$ cat src/rtl/ws2812_frame_arbiter.sv
// rtl/ws2812_frame_arbiter.sv - frame-level round-robin arbiter sharing one WS2812 byte serializer
//
// Grants one ready source at a time, streams exactly LEDS*3 bytes from it,
// waits for the serializer to drain, then holds a latch gap before re-arbitrating.
//
// Ports:
//   clk, rst           clock, asynchronous active-low reset
//   src_enable         per-source enable mask
//   src_trigger        per-source "frame ready" level
//   src_color          packed bytes, source i at [8i+7:8i]
//   src_data_request   one-hot pulse to the granted source when its byte is consumed
//   tx_byte            byte presented to the serializer (0 outside STREAM)
//   tx_byte_request    serializer consumes tx_byte this cycle
//   tx_busy            serializer still shifting
//   grant_valid        a source owns the serializer (STREAM/DRAIN/LATCH)
//   grant_id           index of owning source
//   frame_done         pulse at the end of a normal latch gap
//   frame_abort        pulse when the serializer stalls for TIMEOUT cycles
module ws2812_frame_arbiter #(
    parameter int NSRC         = 4,
    parameter int LEDS         = 128,
    parameter int LATCH_CYCLES = 2500,
    parameter int TIMEOUT      = 4096
) (
    input  logic                    clk,
    input  logic                    rst,
    input  logic [NSRC-1:0]         src_enable,
    input  logic [NSRC-1:0]         src_trigger,
    input  logic [8*NSRC-1:0]       src_color,
    output logic [NSRC-1:0]         src_data_request,
    output logic [7:0]              tx_byte,
    input  logic                    tx_byte_request,
    input  logic                    tx_busy,
    output logic                    grant_valid,
    output logic [$clog2(NSRC)-1:0] grant_id,
    output logic                    frame_done,
    output logic                    frame_abort
);

    localparam int IDW   = $clog2(NSRC);
    localparam int FRAME = LEDS * 3;
    localparam int BW    = $clog2(FRAME);
    localparam int LW    = $clog2(LATCH_CYCLES);
    localparam int TW    = $clog2(TIMEOUT + 1);

    localparam logic [BW-1:0]  BYTE_LAST  = BW'(FRAME - 1);
    localparam logic [LW-1:0]  LATCH_LAST = LW'(LATCH_CYCLES - 1);
    localparam logic [TW-1:0]  IDLE_MAX   = TW'(TIMEOUT);
    localparam logic [IDW-1:0] SRC_LAST   = IDW'(NSRC - 1);

    typedef enum logic [1:0] {
        IDLE   = 2'd0,
        STREAM = 2'd1,
        DRAIN  = 2'd2,
        LATCH  = 2'd3
    } state_t;

    state_t         state, state_next;
    logic [IDW-1:0] last_grant;
    logic [BW-1:0]  byte_cnt;
    logic [TW-1:0]  idle_cnt;
    logic [LW-1:0]  latch_cnt;
    logic           aborted;

    logic [NSRC-1:0] ready;
    logic [IDW-1:0]  pick;
    logic [IDW-1:0]  cand;
    logic            found;
    logic            timeout;

    // Round-robin search starting just after the previous owner, wrapping.
    always_comb begin
        ready = src_trigger & src_enable;
        pick  = '0;
        cand  = '0;
        found = 1'b0;
        for (int i = 1; i <= NSRC; i++) begin
            cand = IDW'((int'(last_grant) + i) % NSRC);
            if (!found && ready[cand]) begin
                pick  = cand;
                found = 1'b1;
            end
        end
    end

    // Abort has priority over a request arriving on the same cycle.
    assign timeout = (state == STREAM) && (idle_cnt == IDLE_MAX);

    always_ff @(posedge clk or negedge rst) begin
        if (!rst) begin
            state <= IDLE;
        end else begin
            state <= state_next;
        end
    end

    always_comb begin
        state_next       = state;
        tx_byte          = '0;
        src_data_request = '0;
        frame_done       = 1'b0;
        frame_abort      = 1'b0;
        case (state)
            IDLE: begin
                if (found) begin
                    state_next = STREAM;
                end
            end
            STREAM: begin
                for (int i = 0; i < NSRC; i++) begin
                    if (grant_id == IDW'(i)) begin
                        tx_byte = src_color[8*i +: 8];
                    end
                end
                if (timeout) begin
                    frame_abort = 1'b1;
                    state_next  = LATCH;
                end else if (tx_byte_request) begin
                    src_data_request[grant_id] = 1'b1;
                    if (byte_cnt == BYTE_LAST) begin
                        state_next = DRAIN;
                    end
                end
            end
            DRAIN: begin
                if (!tx_busy) begin
                    state_next = LATCH;
                end
            end
            LATCH: begin
                if (!tx_busy && latch_cnt == LATCH_LAST) begin
                    state_next = IDLE;
                    frame_done = !aborted;
                end
            end
            default: state_next = IDLE;
        endcase
    end

    always_ff @(posedge clk or negedge rst) begin
        if (!rst) begin
            grant_valid <= 1'b0;
            grant_id    <= '0;
            last_grant  <= SRC_LAST;
            byte_cnt    <= '0;
            idle_cnt    <= '0;
            latch_cnt   <= '0;
            aborted     <= 1'b0;
        end else begin
            case (state)
                IDLE: begin
                    if (found) begin
                        grant_valid <= 1'b1;
                        grant_id    <= pick;
                        last_grant  <= pick;
                        aborted     <= 1'b0;
                        byte_cnt    <= '0;
                        idle_cnt    <= '0;
                    end
                end
                STREAM: begin
                    if (timeout) begin
                        // last_grant stays on the aborted source so it goes to the back of the line.
                        aborted   <= 1'b1;
                        latch_cnt <= '0;
                        byte_cnt  <= '0;
                        idle_cnt  <= '0;
                    end else if (tx_byte_request) begin
                        idle_cnt <= '0;
                        byte_cnt <= (byte_cnt == BYTE_LAST) ? '0 : byte_cnt + 1'b1;
                    end else begin
                        idle_cnt <= idle_cnt + 1'b1;
                    end
                end
                DRAIN: begin
                    latch_cnt <= '0;
                end
                LATCH: begin
                    if (tx_busy) begin
                        latch_cnt <= '0;
                    end else if (latch_cnt == LATCH_LAST) begin
                        latch_cnt   <= '0;
                        grant_valid <= 1'b0;
                    end else begin
                        latch_cnt <= latch_cnt + 1'b1;
                    end
                end
                default: ;
            endcase
        end
    end

endmodule

$ cat config.mk
export PLATFORM = sky130hd
export DESIGN_NAME = ws2812_frame_arbiter
export DESIGN_NICKNAME = d
export VERILOG_FILES = /design/src/rtl/ws2812_frame_arbiter.sv
export SDC_FILE = /design/constraint.sdc
export NUM_CORES = 1
export LEC_CHECK = 0
export ABC_AREA = 1
export CORE_ASPECT_RATIO = 0.75
export CORE_MARGIN = 8
export CORE_UTILIZATION = 30
export DETAILED_ROUTE_END_ITERATION = 8
export HOLD_SLACK_MARGIN = 0.03
export PLACE_DENSITY = 0.56
export SLEW_MARGIN = 5
export SYNTH_ARGS = -nofsm -noshare
export SYNTH_HDL_FRONTEND = slang
export SYNTH_SLANG_ARGS = --single-unit
$ cat constraint.sdc
create_clock -name clk -period 2.7 [get_ports clk]
set_input_delay 0.27 -clock clk [delete_from_list [all_inputs] [get_ports clk]]
set_output_delay 0.27 -clock clk [all_outputs]
set_load 0.005 [all_outputs]
Yosys cells after proc, flatten, opt, wreduce, memory -nomap -nowiden

Cells that the tools add are included.

Register bits: 42
Bits in latches: 0
RAM bits: 0
ROM bits: 0
Logic and storage cells: 119
Memories kept: 0

$add $sub $neg: 7
Multiply operators: 0
Div/mod/pow operators: 0
Order comparisons: 6
Eq/ne operators: 17
Shifts and indexed selects: 0
Muxes and demuxes: 57
Bitwise gates (word level): 1
Reduce and logical (&&, ||, !) cells: 23

Operator list:

| kind                    | count |
|---|---|
| $mux W8                 | 5 |
| $mux W13                | 3 |
| $mux W12                | 3 |
| $mux W9                 | 4 |
| $pmux W12 S3            | 1 |
| $pmux W13 S2            | 1 |
| $mux W2                 | 10 |
| $mux W1                 | 18 |
| $pmux W9 S2             | 1 |
| $lt A2 B3 Y1 const B    | 5 |
| $add A13 B1 Y13 const B | 1 |
| $eq A13 B13 Y1 const B  | 1 |
| $add A12 B1 Y12 const B | 1 |
| $eq A12 B12 Y1 const B  | 1 |
| $mux W4                 | 3 |
| $ne A2 B2 Y1 const B    | 6 |
| $add A9 B1 Y9 const B   | 1 |
| $eq A9 B9 Y1 const B    | 1 |
| $bmux W1 S2             | 4 |
| $eq A2 B2 Y1 const B    | 4 |
| $pmux W2 S4             | 1 |
| $logic_and A1 B1 Y1     | 6 |
| $reduce_and A2 Y1       | 3 |
| $reduce_and A3 Y1       | 2 |
| 15 further kinds        | 25 |

Logic depth before layout (Yosys ltp)

Gate-level depths: netlist (run 1).

Depth after elaboration: 15
Mapped depth: 13

Worst setup path before layout (run 1)

No wires, ideal clock.

Kind: register to output
From: register state[1]
To: output frame_abort
Arrival time: 1.373 ns
Slack: 1.057 ns
Cell stages (with the launch flop): 6
Path buffers: 1
Cells stage by stage: dfrtp_1 inv_1 ha_1 clkinv_1 clkbuf_1 nor3_1

Cells in the longest elaborated chain, start to end: 4

RTL lines:

| element                | line    | text |
|---|---|---|
| start, declared        | 58      | `state_t state, state_next;` |
| start signal, assigned | 93      | `state <= state_next;` |
| $eq A2 B1 Y1 (*)       | 87, 103 |  |
| $logic_and A1 B1 Y1    | 87      | `assign timeout = (state == STREAM) && (idle_cnt == IDLE_MAX);` |
| $mux W1                | 115     | `if (timeout) begin` |
| $mux W1 (*)            | 103     | `case (state)` |
| end, declared          | 37      | `output logic frame_abort` |

Every way passes the cells marked *; elsewhere a longest branch is shown, timed or not.

Worst setup path in the final report (run 1)

From: register state[1]
To: output tx_byte[6]

Cells in the longest elaborated chain, start to end: 2

RTL lines:

| element       | line | text |
|---|---|---|
| $eq A2 B1 Y1  | 103  |  |
| $mux W8       | 103  |  |
| end, declared | 31   | `output logic [7:0] tx_byte,` |

Every way passes these cells.

==> results of run 1 <==
## what timing repair did
| action | in CTS | in global routing |
|---|---|---|
| resized for setup | 0 | 1 |
| buffers inserted | 0 | 0 |
| endpoints found under the setup margin | 0 | 1 |
## flip-flops by register name, indices dropped and copies added (netlist names)
signal and flops:
idle_cnt 13, latch_cnt 12, byte_cnt 9, grant_id 2
last_grant 2, state 2, aborted 1, grant_valid 1
## cells in the mapped netlist, drive strengths merged (4+ instances only)
cell | number | share of area [%]
nor3 | 19 | 2.8
a21oi | 18 | 2.7
nand4 | 11 | 2.2
buf | 9 | 2.6
o21ai | 42 | 7.2
nor2 | 50 | 5.8
ha | 8 | 3.0
nand3 | 73 | 11
dfrtp | 40 | 30
o211ai | 4 | 0.89
nand2 | 158 | 19
inv | 69 | 7.9
nor4 | 5 | 0.93
## through the flow
stage               power (mW)  setup slack [ns]  hold slack [ns]  cells
floorplan                 2.19              1.06          -0.0256    520
global placement          2.64             0.404            0.473    713
detailed placement        2.68             0.368            0.474    713
CTS                       3.38             0.120            0.192    721
global route              3.66           0.00991            0.243    721
finish                    3.34             0.152            0.142    721
## worst max-delay path by stage
stage | slack, ns | to | start
finish | 0.15 | tx_byte[6] | state[1]
global route | 0.01 | tx_byte[0] | state[1]
CTS | 0.12 | src_data_request[2] | state[1]
detailed placement | 0.37 | src_data_request[2] | tx_byte_request
global placement | 0.40 | src_data_request[0] | tx_byte_request
floorplan | 1.06 | frame_abort | state[1]
## worst max-delay path, stage by stage, from the launching register on
cell,delay (ns)
dfrtp_1,0.42
inv_1,0.09
ha_1,0.30
clkinv_1,0.30
buf_4,0.25
a21oi_1,0.12
clkdlybuf4s50_1,0.52
## routing by layer
layer / wire, um / share of wire (%)
met2: 3960 / 41
met4: 106 / 1.1
met3: 675 / 7.1
met1: 4820 / 50
met5: 0 / 0
## cell families (layout without fill, tap and decap cells)
kind of cell / after synthesis / count (layout)
flops: 42 / 42
buf+inv: 82 / 143
fa+ha+maj: 8 / 8
xor+xnor: 4 / 4
compound gates: 66 / 66
simple gates: 318 / 318
## power groups by stage
| stage | Clock, mW | Sequential [mW] | Combinational (mW) |
|---|---|---|---|
| 2_1_floorplan | 0 | 0.789 | 1.40 |
| 3_3_place_gp | 0 | 0.838 | 1.80 |
| 3_5_place_dp | 0 | 0.845 | 1.83 |
| 4_1_cts | 0.713 | 0.833 | 1.84 |
| 5_1_grt | 0.728 | 0.852 | 2.08 |
| 6_report | 0.690 | 0.831 | 1.82 |
## layout make-up
class	instances	area, um2
fillers	1153	6700
multi-input cells	396	1950
flip-flops and latches	42	1050
repair buffers	65	633
inverters	70	270
well taps	140	175
clock buffers	7	133
clock inverters	1	30.0
==> results.md, run 1 <==
- The run finished with clean final reports.
- The worst register-to-register path has a setup slack of roughly 0.64 ns.
- At the worst endpoint, the required time is ~2.4 ns.
- For this run, the post-layout net count is 632.
- The final estimated routing congestion in global placement is 0.900.
- The internal portion of total power is 1.79 mW.
- The synthesized netlist devotes 42.5% of its cell area to simple gates.
- The net count after synthesis is roughly 570.
- The number of iterations in the first detailed-routing pass is 4.
- The classification of the worst-slack hold path is input port to asynchronous set/reset pin.
- For this run, the share of the core covered by cells in the final layout is 38.8%.
- In the global route stage, met1 resource usage came out at a little under a fifth.
- The number of inserted diodes is 0.
- The global-route wire length before repair is between 15000 and 20000 um.
- After detailed placement, the total cell area comes to a little over 4000 um2.
- In this run the vertical extent of the chip is between 100 and 150 um.
- Of the cells placed in the final design, the portion with a size suffix greater than 1 is under 10%.
- Buffers inserted during clock tree synthesis total 5.
- The synthesized netlist occupies a cell area of roughly 3400 um2.
- STA classifies the critical path startpoint as a flip-flop.
- The sequential share of power is 24.9%.
- Counting along the longest clock path gives a buffer depth of 2.
- The I/O pin total is 61.
- The proportion of synthesized flip-flops having asynchronous set or reset is between 90% and 100%.
- The final-report hold violation count is 0.
- In this run the static leakage power is ~2.0 nW.
- The area inside the core boundary is around 11000 um2.
- The max capacitance violation total is 0.
- The end of the worst register-to-register path is byte_cnt[0].
- The quantity of I/O buffers inserted on ports is 60.
- For met2 alone, demand over resource in global routing was 19.7%.
- After Yosys synthesis, XOR and XNOR cells account for 1.04% of the synthesized area.
- IR analysis of the VDD net gives a maximum drop of between 200 and 300 uV.
- The post-synthesis register bit count is 42.
- The number of synthesis warnings is 0.
- The via count is between 3000 and 4000.
- In the final timing run, aggregate negative setup slack is 0 ns.
- Row generation in the floorplan step produced 33 rows.
- The sequential share of the synthesized area is 31.3%.
- The primary flip-flop cell chosen by synthesis mapping is dfrtp_1.
- In this run switching power makes up between 40 and 50% of total power.
- The CTS tree is yes.
- STA classifies the critical path endpoint as an output pin.
- After clock tree synthesis, the clock-pin slew on the worst setup and hold paths is about 0.06 ns.
- In this run the power density over the cells is between 700 and 800 nW/um2.
- The synthesized netlist cell count is 520.
- The final critical path time including I/O delays and setup is 2.55 ns.
- For this configuration, the core starts out at a cell density of a little under a third.
- CTS saw 42 sinks.
- After global routing the overflow that remains totals 0.
- The setup violation total in the final timing report is 0.
- For the pin with the worst max-slew slack, the measured transition is 0.983 ns.
- For this block, the initial DRC count from the detailed router was about 210.
- The synthesized design contains 0 enable-type register cells.
- The post-detailed-route count of antenna-violating nets is 0.
- The H-tree was split into 2 levels.
- The fraction of synthesized area in multiplexers is 0%.
- Summed over all nets, the switching power comes to between 1.5 and 2 mW.
- Dividing the detail-routed wire length by the instance count gives around 13 um.
- The clock tree skew after final layout is roughly 0.0071 ns.
- The number of hold buffers added after CTS is 0.
- The number of antenna violations at the first check in global routing was 0.
- By area, the combinational part of the netlist is dominated by simple AND/OR/NAND/NOR gates.
- The proportion of power drawn by the clock network is 20.7%.
- The layer flagged by global routing as most heavily used is met2.
- From synthesis to final layout, the design area changed by 26.0%.
- Across every metal layer, demand over resource in global routing totals roughly an eighth.
- The category of the critical setup timing path is flip-flop to output pin.
- The post-route standard cell area excluding fillers is approximately 4200 um2.
- The overall routed net length is around 9600 um.
- The root buffer cell chosen for the clock tree is clkbuf_16.
- Using the TritonRoute via totals, the vias-per-cell ratio works out to roughly 4.9.
- In the layout the commonest cells are nand2_1, nand3_1, inv_1.
- After synthesis, the netlist uses 32 different library cells.
- The die span in x is around 140 um.
- Averaged over all synthesized cells, the footprint is around 6.5 um2.
- Of all nets on the critical path, the largest fanout is 7.
- The number of max-slew violations in the final report is 0.
- The total die area is about 15000 um2.
- The clock reaches the later pin of the worst-skew pair after roughly 0.29 ns.
- Measured in cells, the most critical reg-to-reg path has a length of 9.
- Entering global routing, the biggest net connects 43 pins.
- The arrival time reported for the critical path endpoint is 2.28 ns.
- The normalized max-slew margin is roughly a third.
- Of the total power, combinational logic draws a little over half.
- The startpoint identified for the worst register-to-register timing path is last_grant[0].
- The number of global-route vias before repair is 3270.
- Once detailed placement completed, the half-perimeter wirelength came to 7490 um.
- Summing the areas of all compound-gate instances in the mapped netlist gives 11.3% of the synthesized area.
- In the global route stage, met3 resource usage came out at 2.51%.
- After detailed routing, the number of remaining DRC violations is 0.
- Setup repair after global routing left no endpoint under its margin.
- The most frequent standard cell in the layout excluding fill and tap cells is nand2_1.
- After Yosys synthesis, full adders, half adders and majority gates account for under 10% of the synthesized area.
- The achievable frequency is 392 MHz.
- The final period utilization is 94.4%.
(Power assumes the default switching activity.)
==> inputs of run 2 (changes only) <==
--- a/config.mk
+++ b/config.mk
@@ -13,3 +13,3 @@
 export HOLD_SLACK_MARGIN = 0.03
-export PLACE_DENSITY = 0.56
+export PLACE_DENSITY = 0.57
 export SLEW_MARGIN = 5
==> constraint.sdc (replaced) <==
create_clock -name clk -period 2.08 [get_ports clk]
set_input_delay 0.208 -clock clk [delete_from_list [all_inputs] [get_ports clk]]
set_output_delay 0.208 -clock clk [all_outputs]
set_load 0.01 [all_outputs]
==> results.md, run 2 (same netlist as run 1, synthesis figures left out) <==
- The register containing the most flip-flops in the final layout is idle_cnt.
- The I/O pin total is 61 (unchanged).
- The number of global-route vias before repair is 3480 (+6.4%).
- The final HPWL from detailed placement came to 7740 um (+3.4%).
- The power per unit of standard cell area is 1030 nW/um2 (+30%).
- TritonCTS built the clock tree.
- The maximum level of the CTS H-tree is 2 (unchanged).
- The number of inserted diodes is 0 (unchanged).
- The root buffer cell is clkbuf_16.
- The global-route wire length before repair is 17100 um (+4.8%).
- The maximum number of buffers from clock root to sink is 2 (unchanged).
- The end of the worst register-to-register path is state[0].
- The CTS clock-pin slew for the worst setup and hold paths came to 0.06 ns (about the same).
- The final-report hold violation count is 0 (unchanged).
- The die boundary height is 108 um (unchanged).
- The worst reg2reg path depth is 13 (+4).
- The initial core utilization is 30.8% (unchanged).
- The static power due to leakage is 2.21 nW (+11%).
- The final critical path time including I/O delays and setup is 2.02 ns.
- The library cells used most frequently in the layout, excluding fill and tap cells, are nand2_1, nand3_1, inv_1.
- The sequential cell area is 1050 um2 (+0.12%).
- The share of cells above drive strength 1 is 15.9% (+7.8 points).
- The clock tree skew after final layout is 0.0104 ns (+0.00329 ns).
- Relative to the synthesized area, the layout overhead comes to 34.1%.
- The area inside the core boundary is 10900 um2 (unchanged).
- The most frequent standard cell in the layout excluding fill and tap cells is nand2_1.
- The highest layer touched by signal routing is met4.
- The wire length on met1 is 5090 um (+5.5%).
- The startpoint of the worst-slack reg-to-reg timing path is idle_cnt[0].
- The achievable frequency is 496 MHz.
- The number of max-slew violations in the final report is 0 (unchanged).
- STA classifies the critical path startpoint as a flip-flop.
- The wire length per cell came to 13.4 um (+0.91%).
- The post-detailed-route count of antenna-violating nets came to 0 (unchanged).
- The cell row count is 33 (unchanged).
- The via count is 3691 (+3.8%).
- The final period utilization is 96.9%.
- The flow ran to the end, and the final reports show no timing, DRC or antenna violations.
- The number of antenna violations at the first check in global routing is 0 (unchanged).
- The number of clock sinks came to 42 (unchanged).
- The routed length on met3 is 587 um (-13%).
- The vias per cell is 4.89 (-0.88%).
- The normalized max-slew margin was 60.4% (+26 points).
- The overall routed net length is 10100 um (+5.7%).
- The max capacitance violation total is 0 (unchanged).
- The DRC marker count from the first detailed-route iteration came to 279 (+34%).
- The number of iterations in the first detailed-routing pass is 5 (+1).
- The worst-skew pair later-pin latency is 0.29 ns (about the same).
- The worst vdd rail ir drop was 429 uV (+52%).
- The largest fanout on the critical path is 8 (+1).
- The classification of the worst-slack hold path is input port to asynchronous set/reset pin.
- The number of filler cells placed in the layout is 1098 (-4.8%).
- The quantity of I/O buffers inserted on ports is 60 (unchanged).
- The pin count of the biggest net entering global routing is 24 (-44%).
- The TritonCTS buffer count is 5 (unchanged).
- The overall power of the completed layout is 4.64 mW (+39%).
- The category of the critical setup timing path is flip-flop to output pin.
- The detailed-routed wire length on met2 is 4310 um (+8.7%).
- The arrival time reported for the critical path endpoint came to 1.81 ns (-0.47 ns).
- The flip-flop count of the largest register, all copies and words added came to 13 (unchanged).
- The total die area is 14900 um2 (unchanged).
- The required time of the critical path is 1.87 ns (-0.56 ns).
- The setup slack on the worst flop-to-flop path is 0.19 ns (-0.45 ns).
- The detailed-route DRC error count is 0 (unchanged).
- The area used by multi-input combinational logic was 1990 um2 (+2.3%).
- The final estimated routing congestion in global placement is 0.859 (-4.5%).
- The global route total overflow was 0 (unchanged).
- The global-route usage over all layers was 13.6% (+0.54 points).
- The setup violation total in the final timing report is 0 (unchanged).
- The nature of the critical path endpoint is an output pin.
- The post-layout net count came to 666 (+5.4%).
- The sum of negative setup slack is 0 ns (unchanged).
- The largest registers in the layout are idle_cnt: 13 flops, latch_cnt: 12 flops, byte_cnt: 9 flops.
- The die span in x is 138 um (unchanged).
- The slew of the pin with the lowest slew margin was 0.590 ns (-0.393 ns).
-- run 2: cell count changes in the layout (fill, tap and decap cells not counted), moves of 3 or more --
cell             before  now
buf_4                 5   37
dlygate4sd2_1         0    7
clkbuf_2              0    4
nor2_1               46   41
clkdlybuf4s50_1      59   45
inv_1                65   62
nor2_2                4    7
inv_2                 3    6
-- run 2: stage by stage --
stage | util [%] | hold slack (ns) | area [um2] | std cells | worst slack [ns]
final | 41.3 | 0.436 | 4520 | 755 | 0.0638
after floorplan | - | -0.0876 | 3370 | 520 | 0.400
after global placement | 39.0 | 0.235 | 4260 | 736 | 0.0363
after CTS | 40.9 | 0.454 | 4470 | 751 | -0.0226
after global routing | 41.3 | 0.498 | 4520 | 755 | -0.0490
after detailed placement | 39.0 | 0.227 | 4260 | 736 | -0.0240
-- run 2: layout make-up --
cell class                      instances  share of cell area, %
Multi-Input combinational cell        396                   44.1
Inverter                               70                   6.01
Timing Repair Buffer                   99                   19.4
Tap cell                              140                   3.88
Sequential cell                        42                   23.3
Clock buffer                            8                   3.24
-- run 2: worst max path at each step --
stage / start / endpoint / slack [ns] / cells past startpoint
global route: grant_id[0] / tx_byte[7] / -0.05 / 7
CTS: idle_cnt[0] / src_data_request[1] / -0.02 / 11
floorplan: state[1] / frame_abort / 0.40 / 5
global placement: grant_id[0] / tx_byte[0] / 0.04 / 6
finish: grant_id[0] / tx_byte[7] / 0.06 / 7
detailed placement: idle_cnt[0] / src_data_request[2] / -0.02 / 10
-- run 2: worst max-delay path, cell delays in order (launching register included) --
cell             delay [ns]
dfrtp_2                0.44
buf_4                  0.15
nor2_2                 0.12
inv_1                  0.12
o21ai_0                0.14
o21ai_0                0.14
a21oi_1                0.17
clkdlybuf4s15_1        0.26
-- run 2: report_power, final --
part	total [mW]	leakage, nW	switching (mW)	internal [mW]
Clock	0.791	0.0712	0.312	0.479
Sequential	1.06	0.564	0.121	0.935
Combinational	2.79	1.57	1.74	1.05
Total	4.64	2.21	2.17	2.46
-- run 2: what timing repair did --
action,in CTS,in global routing
setup buffers,6,4
setup endpoints to repair,14,11
endpoints found under the hold margin,19,0
gates resized for setup,25,19
pin swaps,1,2
hold buffers,1,0
-- run 2: per-layer routing --
layer,vias to the layer above,global-route usage [%]
li1,1880,-
met1,1691,18.6
met2,111,21.4
met3,9,2.29
met4,0,3.94
met5,-,0
==> inputs of run 3 (changes only) <==
CTS_CLUSTER_DIAMETER = 40   (was default)
==> results of run 3 <==
Final layout, timing and power as in run 2 (identical DEF).
